--- src/rtl/mig_tt_sweeper.sv ---
// mig_tt_sweeper: steps a NUM_INPUTS-input network through every input vector,
// captures its truth table and scores it against an expected signature.
module mig_tt_sweeper #(
  parameter int NUM_INPUTS    = 7,
  parameter int SETTLE_CYCLES = 1
) (
  input  logic                          clk,
  input  logic                          rst_n,
  input  logic                          start,
  input  logic                          abort,
  input  logic [(1<<NUM_INPUTS)-1:0]    expected_tt,
  output logic [NUM_INPUTS-1:0]         x_out,
  input  logic                          dut_out,
  output logic                          busy,
  output logic                          done,
  output logic [(1<<NUM_INPUTS)-1:0]    truth_table,
  output logic                          match,
  output logic [NUM_INPUTS:0]           mismatch_count,
  output logic [NUM_INPUTS-1:0]         first_mismatch_idx
);

  localparam int TT_W = 1 << NUM_INPUTS;
  localparam int SW   = (SETTLE_CYCLES > 1) ? $clog2(SETTLE_CYCLES) : 1;

  localparam logic [SW-1:0]         SETTLE_LAST = SW'((SETTLE_CYCLES > 0) ? SETTLE_CYCLES - 1 : 0);
  localparam logic [SW-1:0]         SETTLE_ONE  = SW'(1);
  localparam logic [NUM_INPUTS-1:0] X_LAST      = '1;
  localparam logic [NUM_INPUTS-1:0] X_ONE       = NUM_INPUTS'(1);
  localparam logic [NUM_INPUTS:0]   CNT_ONE     = (NUM_INPUTS+1)'(1);

  localparam logic [1:0] IDLE   = 2'd0;
  localparam logic [1:0] SETTLE = 2'd1;
  localparam logic [1:0] SAMPLE = 2'd2;
  localparam logic [1:0] FINISH = 2'd3;

  // A zero settle time skips SETTLE entirely and samples back-to-back.
  localparam logic [1:0] VEC_STATE = (SETTLE_CYCLES == 0) ? SAMPLE : SETTLE;

  logic [1:0]      state;
  logic [SW-1:0]   settle_cnt;
  logic [TT_W-1:0] exp_q;
  logic            miss;

  assign miss = dut_out ^ exp_q[x_out];

  // NOTE: every register here is updated with <= so all of them see the
  // pre-edge values of x_out and mismatch_count within the same cycle.
  always_ff @(posedge clk or negedge rst_n) begin
    if (!rst_n) begin
      state              <= IDLE;
      settle_cnt         <= '0;
      exp_q              <= '0;
      x_out              <= '0;
      busy               <= 1'b0;
      done               <= 1'b0;
      truth_table        <= '0;
      match              <= 1'b0;
      mismatch_count     <= '0;
      first_mismatch_idx <= '0;
    end else begin
      // NOTE: done defaults low every cycle so it can only ever be a single-cycle pulse.
      done <= 1'b0;
      if (abort && (state == SETTLE || state == SAMPLE)) begin
        state <= IDLE;
        busy  <= 1'b0;
        match <= 1'b0;
        x_out <= '0;
      end else begin
        case (state)
          IDLE: begin
            if (start) begin
              exp_q              <= expected_tt;
              truth_table        <= '0;
              mismatch_count     <= '0;
              first_mismatch_idx <= '0;
              match              <= 1'b0;
              x_out              <= '0;
              settle_cnt         <= '0;
              busy               <= 1'b1;
              state              <= VEC_STATE;
            end
          end
          SETTLE: begin
            if (settle_cnt == SETTLE_LAST) begin
              state <= SAMPLE;
            end else begin
              settle_cnt <= settle_cnt + SETTLE_ONE;
            end
          end
          SAMPLE: begin
            truth_table[x_out] <= dut_out;
            if (miss) begin
              mismatch_count <= mismatch_count + CNT_ONE;
              if (mismatch_count == '0) begin
                first_mismatch_idx <= x_out;
              end
            end
            if (x_out == X_LAST) begin
              state <= FINISH;
            end else begin
              x_out      <= x_out + X_ONE;
              settle_cnt <= '0;
              state      <= VEC_STATE;
            end
          end
          FINISH: begin
            done  <= 1'b1;
            match <= (mismatch_count == '0);
            busy  <= 1'b0;
            x_out <= '0;
            state <= IDLE;
          end
          default: state <= IDLE;
        endcase
      end
    end
  end

endmodule

--- config.mk ---
export PLATFORM = sky130hd
export DESIGN_NAME = mig_tt_sweeper
export DESIGN_NICKNAME = d
export VERILOG_FILES = /design/src/rtl/mig_tt_sweeper.sv
export SDC_FILE = /design/constraint.sdc
export NUM_CORES = 1
export LEC_CHECK = 0
export ABC_CLOCK_PERIOD_IN_PS = 3300
export CORE_AREA = 10 10 182 184
export DETAILED_ROUTE_END_ITERATION = 12
export DIE_AREA = 0 0 192 194
export PLACE_DENSITY_LB_ADDON = 0.1
export SETUP_SLACK_MARGIN = 0.1
export SKIP_CTS_REPAIR_TIMING = 1
export SLEW_MARGIN = 20
export SYNTH_ARGS = -nofsm -noshare
export SYNTH_HDL_FRONTEND = slang
export SYNTH_SLANG_ARGS = --single-unit
--- constraint.sdc ---
create_clock -name clk -period 3.3 [get_ports clk]
set_clock_uncertainty 0.15 [all_clocks]
set_input_delay 0.33 -clock clk [delete_from_list [all_inputs] [get_ports clk]]
set_output_delay 0.33 -clock clk [all_outputs]
set_load 0.05 [all_outputs]
After elaboration in Yosys (flattened, before gate mapping)
Cells that the tools add are included.
{ "word_totals": {"latchBits": 0, "rom_bits": 0, "ramBits": 0, "word_cells": 78, "ff_bits": 284, "n_memories": 0, "output_inout_bits": 153} }
{ "op_classes": {"bitwise_logic": 2, "magnitude_cmp": 2, "n_reduce_logical": 17, "div_mod_pow": 0, "mul": 0, "n_eq_ne": 11, "mux": 33, "addsub": 3, "shift": 0} }
{ "op_table": {"columns": ["op", "count"], "rows": [
  ["$pmux W128 S2", 1],
  ["$bwmux W128", 1],
  ["$mux W128", 1],
  ["$mux W7", 5],
  ["$pmux W7 S3", 1],
  ["$mux W8", 2],
  ["$pmux W8 S2", 1],
  ["$pmux W7 S2", 1],
  ["$mux W1", 10],
  ["$reduce_and A3 Y1", 3],
  ["$add A8 B1 Y8 const B", 1],
  ["$logic_not A8 Y1", 1],
  ["$lt A7 B8 Y1 const B", 1],
  ["$mux W2", 4],
  ["$pmux W2 S4", 1],
  ["$reduce_and A4 Y1", 2],
  ["$add A7 B1 Y7 const B", 1],
  ["$bmux W1 S7", 1],
  ["$demux W1 S7", 1],
  ["$eq A7 B7 Y1 const B", 1],
  ["$ge A7 B1 Y1 const B", 1],
  ["$ne A2 B2 Y1 const B", 3],
  ["$ne A3 B3 Y1 const B", 2],
  ["$reduce_bool A3 Y1", 2],
  ["16 further kinds", 20]
]} }

Depth between registers and ports, before layout
Gate-level depths: netlist of the first run.
{ "logic_depth": {"word_depth": 6, "depth_mapped": 14, "mapped_depth_nobuf": 10} }

Worst setup path after synthesis of the first run
Ideal clock, no wire load.
{ "synth_timing": {"kind": "reg-to-reg", "startpoint": "register x_out[1]", "endpoint": "register mismatch_count[7]", "required_ps": 3071, "synth_period_minus_slack_ps": 3089, "n_path_buf": 3, "path_slack_ps": 211, "stages_incl_launch_ff": 12, "arrival_ps": 2860, "cell_sequence": "dfrtp_1 > buf_6 > buf_6 > mux4_2 > mux2_2 > nand2_1 > nand4_1 > and4_1 > buf_6 > mux2i_4 > nor4_1 > mux2i_1"} }
{ "synth_via": {"elab_chain_cells": 5} }
{ "synth_rtl": {"columns": ["item", "line", "source"], "rows": [
  ["start, declared", "12", "output logic [NUM_INPUTS-1:0] x_out,"],
  ["start signal, assigned", "101", "x_out <= x_out + X_ONE;"],
  ["$bmux W1 S7", "44", "assign miss = dut_out ^ exp_q[x_out];"],
  ["$mux W1 (not written as such)", "44", null],
  ["$xor A1 B1 Y1", "44", null],
  ["$ne A2 B2 Y1 (no line)", null, null],
  ["$reduce_and A4 Y1 (no line)", null, null],
  ["end signal, assigned", "93", "mismatch_count <= mismatch_count + CNT_ONE;"],
  ["end, declared", "18", "output logic [NUM_INPUTS:0] mismatch_count,"]
]} }
Every way passes these cells. The select of a mux whose other input is x is not followed.
A chain may end at the register's enable or synchronous reset.

Final worst setup path of the first run
Same ends and word-level chain as after synthesis.

==> results by group, run 1 <==
Cells and area
  • Synth-to-layout area growth: 31.6%
  • Finished Layout Cells: 2,117
  • Layout Nets: 1,841
  • Share of cells above drive strength 1: 0.0771

Min path
  • Hold depth: 3
  • Worst hold path type: input port to flop

Power
  • Pint: 7760 uW
  • Switching power share of the total: 0.373
  • Net switching power: 4610 uW
  • Clock Power Share: 0.286
  • Comb pwr share: 0.322
  • PwrDens: 691 nW/um^2
  • Seq pwr share: 0.392
  • VDD IR-drop max: 0.449 mV
  • Leakage: 0.00790 uW

Critical path
  • Worst path arrival time: 3280 ps
  • CP max FO: 11
  • Setup crit start kind: flop
  • CP Data Required Time: 3620 ps
  • R2R depth: 10
  • Worst Setup End Kind: flop
  • Critical path class: flop to flop

Global routing
  • Global-route met3 utilization: 0.0428
  • Met1 usage: 0.308
  • Vias in the first global route: 12,000
  • First-pass GRT wire length: 68,900 um
  • GRT Util Overall: 0.229
  • Busiest grt layer: met2
  • Largest net degree at the start of global routing: 133
  • Total grt overflow: 0
  • Initial antenna violation count: 1
  • GR Util met2: 0.365

Job
  • Max_cap viols: 0

Die
  • Die Y: 194 um
  • Die W: 192 um
  • Core region area: 29,400 sq um
  • Initial core utilization: 0.463
  • Die area: 37,200 sq um
  • IO Pins: 286
  • Row Count: 63

Drt
  • Vias/cell: 5.64
  • Avg WL per Cell: 20.7 um
  • DRT Pass-1 Iters: 5
  • Starting DRC count in detailed routing: 952
  • Vias post-DR: 11,900
  • DRT antenna net count: 0
  • Routed wire length: 43,800 um
  • DR DRC count: 0

Yosys
  • Prevailing post-synth register cell: dfrtp_1
  • Post-Synth XOR/XNOR Area: 0.00202
  • Post-Syn Area: 13,600 sq um
  • Yosys warning total: 0
  • Asr flop ratio synth: 1.00
  • Adder-Cell Fraction of Synth Area: 0.00552
  • Post-synth net total: 1,604
  • Flops & latches, synth: 283
  • Post-synth EDFFs: 0
  • Yosys cell types: 46
  • Synth Area in Compound Gates: 0.210
  • Synth Area in Simple Gates: 0.158
  • Largest family of logic cells by synthesized area: compound AO/OA/AOI/OAI gates
  • Seq/Total Area, Yosys: 0.521
  • Post-synthesis mux area share: 0.0603
  • Mean Syn Cell Area: 9.29 sq um
  • Synth area leaders: dfrtp_1 52%, nand2_1 12%, o21ai_0 9.9%
  • Top cell type's share of synthesized area: 0.521
  • Post-Syn Instances: 1,465
  • Leading area contributor after synthesis: dfrtp_1

STA
  • Fmax: 0.338 GHz
  • Slew HR: 0.316
  • Final setup fails: 0
  • Post-Route Setup TNS: 0 ps
  • Worst slew pin tran: 1030 ps
  • Fin. Hold Viols: 0
  • RSZ-0062 raised after global routing: no
  • Final Max Slew Viols: 0
  • Clock period minus worst slack: 2960 ps
  • Final period utilization: 0.896

Clock network
  • Clk buf depth: 3
  • Worst-path clk slew: 60 ps
  • CTS tree: done
  • Clk_lat worst skew: 550 ps
  • Htree depth: 1
  • Root buffer cell: clkbuf_16
  • CTS Sinks: 283
  • Total CTS buffers: 30

Placed design
  • Placed Cells incl. Taps: 2,059
  • Port Buffers: 285
  • Routability cong.: 0.869
  • Post-DP HPWL: 30,200 um

Outcome
  • Status: finished clean
[logic make-up after synthesis]
group | after synthesis
and+or+nand+nor | 525
AOI/OAI and AO/OA | 447
DFF | 283
buffers and inverters | 134
muxes | 69
adders and majority gates | 6
xor gates and xnor gates | 1
[layout by cell type, fill, tap and decap left out, types with 2 or more instances in the layout]
cell type	instances
or4_1	2
nor3_1	2
clkdlybuf4s50_1	284
nor2b_2	2
clkbuf_16	31
bufinv_16	3
a22oi_1	21
a21oi_1	4
a22oi_2	3
mux4_2	8
inv_1	10
and2_1	4
a311oi_1	2
nand2b_1	9
nand2_1	435
a31oi_1	5
clkinv_2	7
or2_2	6
mux2_2	4
buf_4	37
o31ai_1	2
clkbuf_1	4
nor2b_1	4
clkinvlp_4	3
o211ai_1	8
nor2_1	13
mux2i_1	55
nand3_1	23
nand4_1	14
o21ai_0	268
ha_1	5
dfrtp_1	282
mux2i_4	2
buf_12	6
clkbuf_8	8
a22o_1	128
[cell type report]
cell class                 count  area, sq um
clock inverter                13          148
fill                        2526        11500
clock buffer                  43          901
timing repair buffer         329         3270
tap                          390          488
antenna                        1         2.50
multi-input combinational   1048         5980
inverter                      10         37.5
sequential                   283         7090
[power groups by stage]
stage	clock network, uW	registers, uW	logic [uW]
after floorplan	0	4970	2530
after global placement	0	4910	3890
after detailed placement	0	4910	3980
after CTS	3590	4860	4010
after global routing	3740	4950	4420
final	3530	4850	3990
[cell usage after synthesis (2+ instances only)]
master      n
nor2_1     14
o211ai_1    8
nand2b_1    9
inv_1      10
nand2_1   435
nor4_1      2
ha_1        6
and2_1      4
nand4_1    14
a31oi_1     5
or4_1       2
a22o_1    128
clkbuf_1  102
or2_2       6
a22oi_2     3
a21oi_1     4
mux2i_1    55
a311oi_1    2
buf_6      10
mux4_2      8
dfrtp_1   283
mux2i_4     2
mux2_2      4
a22oi_1    21
buf_2       8
buf_1       3
nor2b_1     5
and3_1      2
nand3_1    24
o31ai_1     2
nor3_1      2
o21ai_0   268
[through the flow]
| stage | power [uW] | setup WS (ps) | utilization | cell area [sq um] | hold slack, ps |
|---|---|---|---|---|---|
| final | 12400 | 344 | 0.609 | 17900 | 151 |
| after global routing | 13100 | 136 | 0.609 | 17900 | 150 |
| after CTS | 12500 | 212 | 0.608 | 17900 | -385 |
| after detailed placement | 8890 | 246 | 0.573 | 16800 | 202 |
| after global placement | 8810 | 297 | 0.573 | 16800 | 203 |
| after floorplan | 7500 | 211 | - | 13600 | -116 |
[critical path, stage by stage (launching register included)]
cell and delay [ps]:
dfrtp_1 380, buf_4 190, nor2_1 370, buf_4 280, a22oi_1 90, a31oi_1 190
nand4_1 110, and4_2 320, mux2i_4 240, nor4_1 340, mux2i_1 210
[path summary, 6_finish.rpt]
path	from	to	slack [ps]
worst min-delay path	expected_tt[104]	exp_q[104]$_DFFE_PN0P_	150
min in group asynchronous	rst_n	truth_table[76]$_DFFE_PN0P_	200
max in group asynchronous	rst_n	exp_q[87]$_DFFE_PN0P_	1830
worst max-delay path	x_out[1]$_DFFE_PN0P_	mismatch_count[7]$_DFFE_PN0P_	340
worst max register to register	x_out[1]$_DFFE_PN0P_	mismatch_count[7]$_DFFE_PN0P_	340
worst min register to register	exp_q[11]$_DFFE_PN0P_	exp_q[11]$_DFFE_PN0P_	320
[sequential cells by signal, indices dropped and copies added (netlist names)]
register and cells:
exp_q 128, done 1, x_out 7, match 1, truth_table 128, busy 1
state 2, first_mismatch_idx 7, mismatch_count 8
[metal layers]
| metal | part of all wire | up-vias |
|---|---|---|
| met4 | 0.025 | 0 |
| li1 | - | 5602 |
| met5 | 0 | - |
| met2 | 0.47 | 410 |
| met3 | 0.074 | 68 |
| met1 | 0.43 | 5858 |
(Power assumes the default switching activity.)
==> run 2: changes to the inputs <==
--- a/config.mk
+++ b/config.mk
@@ -5,10 +5,11 @@
 export SDC_FILE = /design/constraint.sdc
 export NUM_CORES = 1
 export LEC_CHECK = 0
+export ABC_AREA = 1
 export ABC_CLOCK_PERIOD_IN_PS = 3300
-export CORE_AREA = 10 10 182 184
+export CORE_AREA = 2 2 176 178
 export DETAILED_ROUTE_END_ITERATION = 12
-export DIE_AREA = 0 0 192 194
+export DIE_AREA = 0 0 178 180
 export PLACE_DENSITY_LB_ADDON = 0.1
 export SETUP_SLACK_MARGIN = 0.1
 export SKIP_CTS_REPAIR_TIMING = 1
==> run 2 against run 1 <==
Net effect: maximum frequency rose by 2.7%; setup slack improved by 78 ps; die area is 14% lower; via count increased by 6.3%; clock-buffer cell count rose by 5; first-iteration DRC count up 14%; flip-flop and latch count did not move; largest cell class unchanged; largest power group unchanged.
==> results by group, run 2 <==
Drt
  • DRT Pass-1 Iters: 5
  • DR DRC count: 0
  • Avg WL per Cell: 16.8 um
  • Routed wire length: 40,500 um
  • Vias/cell: 5.25
  • Starting DRC count in detailed routing: 1,087
  • Vias post-DR: 12,700
  • DRT antenna net count: 0

Power
  • PwrDens: 691 nW/um^2
  • VDD IR-drop max: 0.541 mV
  • Power, Total: 12,500 uW
  • Net switching power: 4700 uW
  • Leakage: 0.00804 uW
  • Clock Power Share: 0.278
  • Pint: 7800 uW
  • Comb pwr share: 0.359
  • Switching power share of the total: 0.376
  • Seq pwr share: 0.363

Clock network
  • Clk_lat worst skew: 560 ps
  • Root buffer cell: clkbuf_16
  • Worst-path clk slew: 60 ps
  • Htree depth: 1
  • Total CTS buffers: 31
  • CTS tree: done
  • CTS Sinks: 283
  • Clk buf depth: 3

Yosys
  • Mean Syn Cell Area: 7.83 sq um
  • Post-Syn Area: 14,000 sq um
  • Asr flop ratio synth: 1.00
  • Synth area leaders: dfrtp_1 51%, nand2_1 15%, o21ai_0 8.3%
  • Count leader, synth: nand2_1
  • Post-Syn Instances: 1,783
  • Synth top cells by count: 560 x nand2_1, 283 x dfrtp_1, 232 x o21ai_0
  • Seq/Total Area, Yosys: 0.507
  • Post-synth net total: 1,922
  • Leading area contributor after synthesis: dfrtp_1
  • Yosys warning total: 0
  • Yosys cell types: 37
  • Prevailing post-synth register cell: dfrtp_1
  • Flops & latches, synth: 283
  • Top cell type's share of synthesized area: 0.507
  • Post-synth EDFFs: 0

Cells and area
  • Share of cells above drive strength 1: 0.0510
  • Layout Nets: 2,137
  • Fillers: 2,783
  • Largest regs: exp_q (128), truth_table (128), mismatch_count (8)
  • Finished Layout Cells: 2,417
  • Post-route cell area: 18,100 sq um
  • Synth-to-layout area growth: 29.6%
  • Most frequent cells in the layout: 560 x nand2_1, 284 x clkdlybuf4s50_1, 282 x dfrtp_1, 232 x o21ai_0, 216 x inv_1
  • # diodes: 0
  • Commonest non-fill, non-tap cell in the layout: nand2_1

Global routing
  • First-pass GRT wire length: 65,000 um
  • Total grt overflow: 0
  • GRT Util Overall: 0.252
  • Vias in the first global route: 12,100
  • Initial antenna violation count: 0
  • Largest net degree at the start of global routing: 253

Outcome
  • Status: finished clean

STA
  • Final Max Slew Viols: 0
  • RSZ-0062 raised after global routing: no
  • Final setup fails: 0
  • Final period utilization: 0.872
  • Slew HR: 0.297
  • Worst slew pin tran: 1050 ps
  • Fin. Hold Viols: 0
  • Smallest setup slack after layout: 422 ps
  • Clock period minus worst slack: 2880 ps
  • Post-Route Setup TNS: 0 ps
  • Fmax: 0.347 GHz

Job
  • Max_cap viols: 0

Placed design
  • Routability cong.: 0.843
  • Placed Cells incl. Taps: 2,360
  • DP Area: 17,100 sq um
  • Pre-CTS setup slack: 492 ps
  • Post-DP HPWL: 27,100 um
  • Port Buffers: 285

Die
  • Core region area: 30,200 sq um
  • Row Count: 64
  • Die Y: 180 um
  • Die W: 178 um
  • Initial core utilization: 0.462
  • Die area: 32,000 sq um
  • IO Pins: 286

Critical path
  • CP Data Required Time: 3540 ps
  • Worst-path cell chain: inv_2 -> nor2_4 -> inv_1 -> nor2_1 -> inv_1 -> o21ai_0 -> nand2_1 -> nand2_1 -> o31ai_1
  • CP max FO: 24
  • Reg2Reg Setup Slack: 420 ps
  • Critical path class: flop to flop
  • CP top delay family: simple AND/OR/NAND/NOR gates
  • Slowest stage delay, CP: 560 ps
  • Worst path arrival time: 3120 ps
  • Slowest CP cell: dfrtp_1
  • Worst Setup End Kind: flop
  • WP buf/inv: 3
  • Setup crit start kind: flop

Min path
  • Worst hold path type: input port to flop
[run 2: cell types whose count changed in the layout (fill, tap and decap cells not counted), moves of 35 or more]
cell     before  now
nand2_1     435  560
a22o_1      128    0
o21ai_0     268  232
mux2i_1      55    0
nand3_1      23   70
nor2_1       13   57
o31ai_1       2   98
a21oi_1       4   39
inv_1        10  216
[run 2: area by class of cell]
class	count	area, sq um	share of cell area
Inverter	226	850	0.0470
Multi-Input combinational cell	1154	5520	0.305
Clock inverter	8	90.1	0.00498
Timing Repair Buffer	302	3110	0.172
Clock buffer	48	940	0.0519
Sequential cell	283	7080	0.392
Tap cell	396	495	0.0274
[run 2: final timing paths]
path	from	to	depth (start not counted)
worst max-delay path	x_out[2]$_DFFE_PN0P_	truth_table[101]$_DFFE_PN0P_	9
worst min-delay path	expected_tt[37]	exp_q[37]$_DFFE_PN0P_	3
worst max register to register	x_out[2]$_DFFE_PN0P_	truth_table[101]$_DFFE_PN0P_	9
worst min register to register	truth_table[76]$_DFFE_PN0P_	truth_table[76]$_DFFE_PN0P_	2
max in group asynchronous	rst_n	exp_q[54]$_DFFE_PN0P_	3
min in group asynchronous	rst_n	truth_table[37]$_DFFE_PN0P_	2
[run 2: per-layer routing]
| layer | up-vias | part of all wire | GRT usage | wire, um |
|---|---|---|---|---|
| met1 | 6029 | 0.44 | 0.355 | 17800 |
| met2 | 427 | 0.47 | 0.406 | 19200 |
| met3 | 62 | 0.055 | 0.0326 | 2230 |
| li1 | 6175 | - | - | - |
| met4 | 0 | 0.030 | 0.0754 | 1230 |
| met5 | - | 0 | 0 | 0 |
[run 2: tightest hold or removal path: cells and delay by family]
kind | cells | cell delay (ps)
AOI/OAI and AO/OA | 1 | 70
buffers and inverters | 1 | 390
and+or+nand+nor | 1 | 60
[run 2: power groups by stage]
stage                     Sequential [uW]  Combinational (uW)  Clock (uW)
after detailed placement             4600                4450           0
final                                4540                4480        3480
after global routing                 4620                5140        3690
after CTS                            4540                4490        3530
after floorplan                      4670                3150           0
after global placement               4570                4360           0
[run 2: through the flow]
stage / utilization / hold WS (ps)
after floorplan: - / -116
after detailed placement: 0.565 / 236
after global placement: 0.565 / 239
after global routing: 0.599 / 195
after CTS: 0.599 / -343
final: 0.599 / 186
[run 2: kinds of logic (layout without fill, tap and decap cells)]
group                      count (synthesis)  in the layout  synth area share
AOI/OAI and AO/OA                        425            425             0.176
xor gates and xnor gates                   1              1          0.000628
adders and majority gates                  6              6           0.00538
buffers and inverters                    346            584            0.0996
DFF                                      283            283             0.507
muxes                                      4              4           0.00323
and+or+nand+nor                          718            718             0.207
==> run 3: changes to the inputs <==
--- a/config.mk
+++ b/config.mk
@@ -7,10 +7,10 @@
 export LEC_CHECK = 0
 export ABC_AREA = 1
 export ABC_CLOCK_PERIOD_IN_PS = 3300
-export CORE_AREA = 2 2 176 178
+export CORE_AREA = 2 2 167 169
 export DETAILED_ROUTE_END_ITERATION = 12
-export DIE_AREA = 0 0 178 180
-export PLACE_DENSITY_LB_ADDON = 0.1
+export DIE_AREA = 0 0 169 171
+export PLACE_DENSITY = 0.84
 export SETUP_SLACK_MARGIN = 0.1
 export SKIP_CTS_REPAIR_TIMING = 1
 export SLEW_MARGIN = 20
==> run 3 against run 2 <==
Net effect: clock-buffer cell count shrank 3; non-clock buffer count is 5 higher; via count rose by 4.0%; maximum frequency down 3.1%; critical path type unchanged; sequential share of layout area increased by 0.19 points; sequential power rose by 1%; global-route usage rose by 3.2 points; highest routed layer unchanged; largest cell class unchanged.
==> results by group, run 3 (synthesis gave the netlist of run 2 again) <==
Die
  • Die Y: 171 um
  • Core region area: 27,300 sq um
  • Die area: 28,900 sq um
  • Initial core utilization: 0.511
  • IO Pins: 286
  • Row Count: 61
  • Die W: 169 um

Power
  • Seq pwr share: 0.366
  • Comb pwr share: 0.362
  • Pint: 7740 uW
  • VDD IR-drop max: 0.413 mV
  • Net switching power: 4790 uW
  • Leakage: 0.00804 uW
  • Clock Power Share: 0.273
  • Switching power share of the total: 0.382
  • PwrDens: 696 nW/um^2
  • Power, Total: 12,500 uW

STA
  • Final Max Slew Viols: 0
  • Fin. Hold Viols: 0
  • Clock period minus worst slack: 2970 ps
  • Final setup fails: 0
  • Fin Hold WS: 198 ps
  • Post-Route Setup TNS: 0 ps
  • Slew HR: 0.428
  • Smallest setup slack after layout: 330 ps
  • Final period utilization: 0.900
  • Worst slew pin tran: 858 ps
  • RSZ-0062 raised after global routing: no
  • Fmax: 0.337 GHz

Drt
  • Routed wire length: 41,400 um
  • Starting DRC count in detailed routing: 1,746
  • Vias post-DR: 13,200
  • DR DRC count: 0
  • DRT antenna net count: 0
  • Vias/cell: 5.57
  • DRT Pass-1 Iters: 8
  • Avg WL per Cell: 17.5 um

Cells and area
  • Fillers: 2,176
  • Most frequent cells in the layout: 560 x nand2_1, 284 x clkdlybuf4s50_1, 282 x dfrtp_1, 232 x o21ai_0, 216 x inv_1
  • Share of cells above drive strength 1: 0.0529
  • Synth-to-layout area growth: 29.0%
  • Layout Nets: 2,142
  • # diodes: 0
  • Commonest non-fill, non-tap cell in the layout: nand2_1
  • Largest regs: exp_q (128), truth_table (128), mismatch_count (8)

Clock network
  • Total CTS buffers: 31
  • Htree depth: 1
  • Clk buf depth: 3
  • Root buffer cell: clkbuf_16
  • Worst-path clk slew: 60 ps
  • Clk_lat worst skew: 540 ps
  • CTS tree: done
  • CTS Sinks: 283

Global routing
  • Initial antenna violation count: 0
  • Vias in the first global route: 12,800
  • Total grt overflow: 0
  • GRT Util Overall: 0.283
  • First-pass GRT wire length: 65,900 um
  • Largest net degree at the start of global routing: 153

Critical path
  • R2R depth: 16
  • Reg2Reg Setup Slack: 330 ps
  • Critical path class: flop to flop
  • CP max FO: 38
  • CP Data Required Time: 3620 ps
  • Worst path arrival time: 3290 ps
  • Setup crit start kind: flop
  • Worst Setup End Kind: flop
  • Reg2Reg Launch Point: x_out[0]$_DFFE_PN0P_
  • R2R Path End: mismatch_count[0]$_DFFE_PN0P_

Placed design
  • Pre-CTS setup slack: 389 ps
  • Routability cong.: 0.865
  • Port Buffers: 285
  • Post-DP HPWL: 28,200 um

Job
  • Max_cap viols: 0

Min path
  • Worst hold endpoint: exp_q[102]$_DFFE_PN0P_
  • Hold_sp: expected_tt[102]
  • Worst hold path type: input port to flop
  • Hold depth: 3

Outcome
  • Status: finished clean
run 3: layout make-up:
type,count,area [sq um],area share
Clock buffer,45,908,0.0505
Tap cell,346,433,0.0240
Clock inverter,9,97.6,0.00542
Inverter,226,848,0.0471
Timing Repair Buffer,307,3110,0.173
Sequential cell,283,7080,0.393
Multi-Input combinational cell,1154,5520,0.307
run 3: power by group through the flow:
stage | registers [uW] | logic [uW] | clock network, uW
4_1_cts | 4580 | 4500 | 3450
2_1_floorplan | 4670 | 3150 | 0
6_report | 4590 | 4530 | 3420
3_5_place_dp | 4640 | 4430 | 0
3_3_place_gp | 4590 | 4270 | 0
5_1_grt | 4670 | 5100 | 3600
run 3: metal layers:
| metal | up-vias | routed length (um) | global-route usage |
|---|---|---|---|
| li1 | 6186 | - | - |
| met4 | 0 | 2270 | 0.149 |
| met5 | - | 0 | 0 |
| met3 | 134 | 2900 | 0.0379 |
| met1 | 6280 | 16500 | 0.366 |
| met2 | 606 | 19700 | 0.469 |
run 3: critical path, stage by stage (launching register included):
cell,delay [ps]
dfrtp_2,600
inv_2,120
buf_4,370
nand2_1,110
nand3_1,110
nand2_1,50
nor2_1,120
nor2_1,60
nor2_1,120
nand2_1,80
nand2_1,110
nand2_2,70
o21bai_2,180
nand3_4,180
nand2_4,270
nand2_1,110
o21ai_2,60
run 3: worst max path at each step:
stage                                     from                       endpoint  slack (ps)
after floorplan           x_out[0]$_DFFE_PN0P_  mismatch_count[5]$_DFFE_PN0P_         750
after global placement    x_out[0]$_DFFE_PN0P_  mismatch_count[0]$_DFFE_PN0P_         560
after detailed placement  x_out[0]$_DFFE_PN0P_  mismatch_count[4]$_DFFE_PN0P_         390
after CTS                 x_out[0]$_DFFE_PN0P_  mismatch_count[4]$_DFFE_PN0P_         370
after global routing      x_out[0]$_DFFE_PN0P_  mismatch_count[7]$_DFFE_PN0P_         140
final                     x_out[0]$_DFFE_PN0P_  mismatch_count[0]$_DFFE_PN0P_         330
run 3: per-stage QoR:
| stage | utilization | std cells | area (sq um) |
|---|---|---|---|
| CTS | 0.658 | 2369 | 18000 |
| floorplan | - | 1783 | 14000 |
| global route | 0.659 | 2370 | 18000 |
| global placement | 0.622 | 2315 | 17000 |
| detailed placement | 0.622 | 2315 | 17000 |
| finish | 0.659 | 2370 | 18000 |
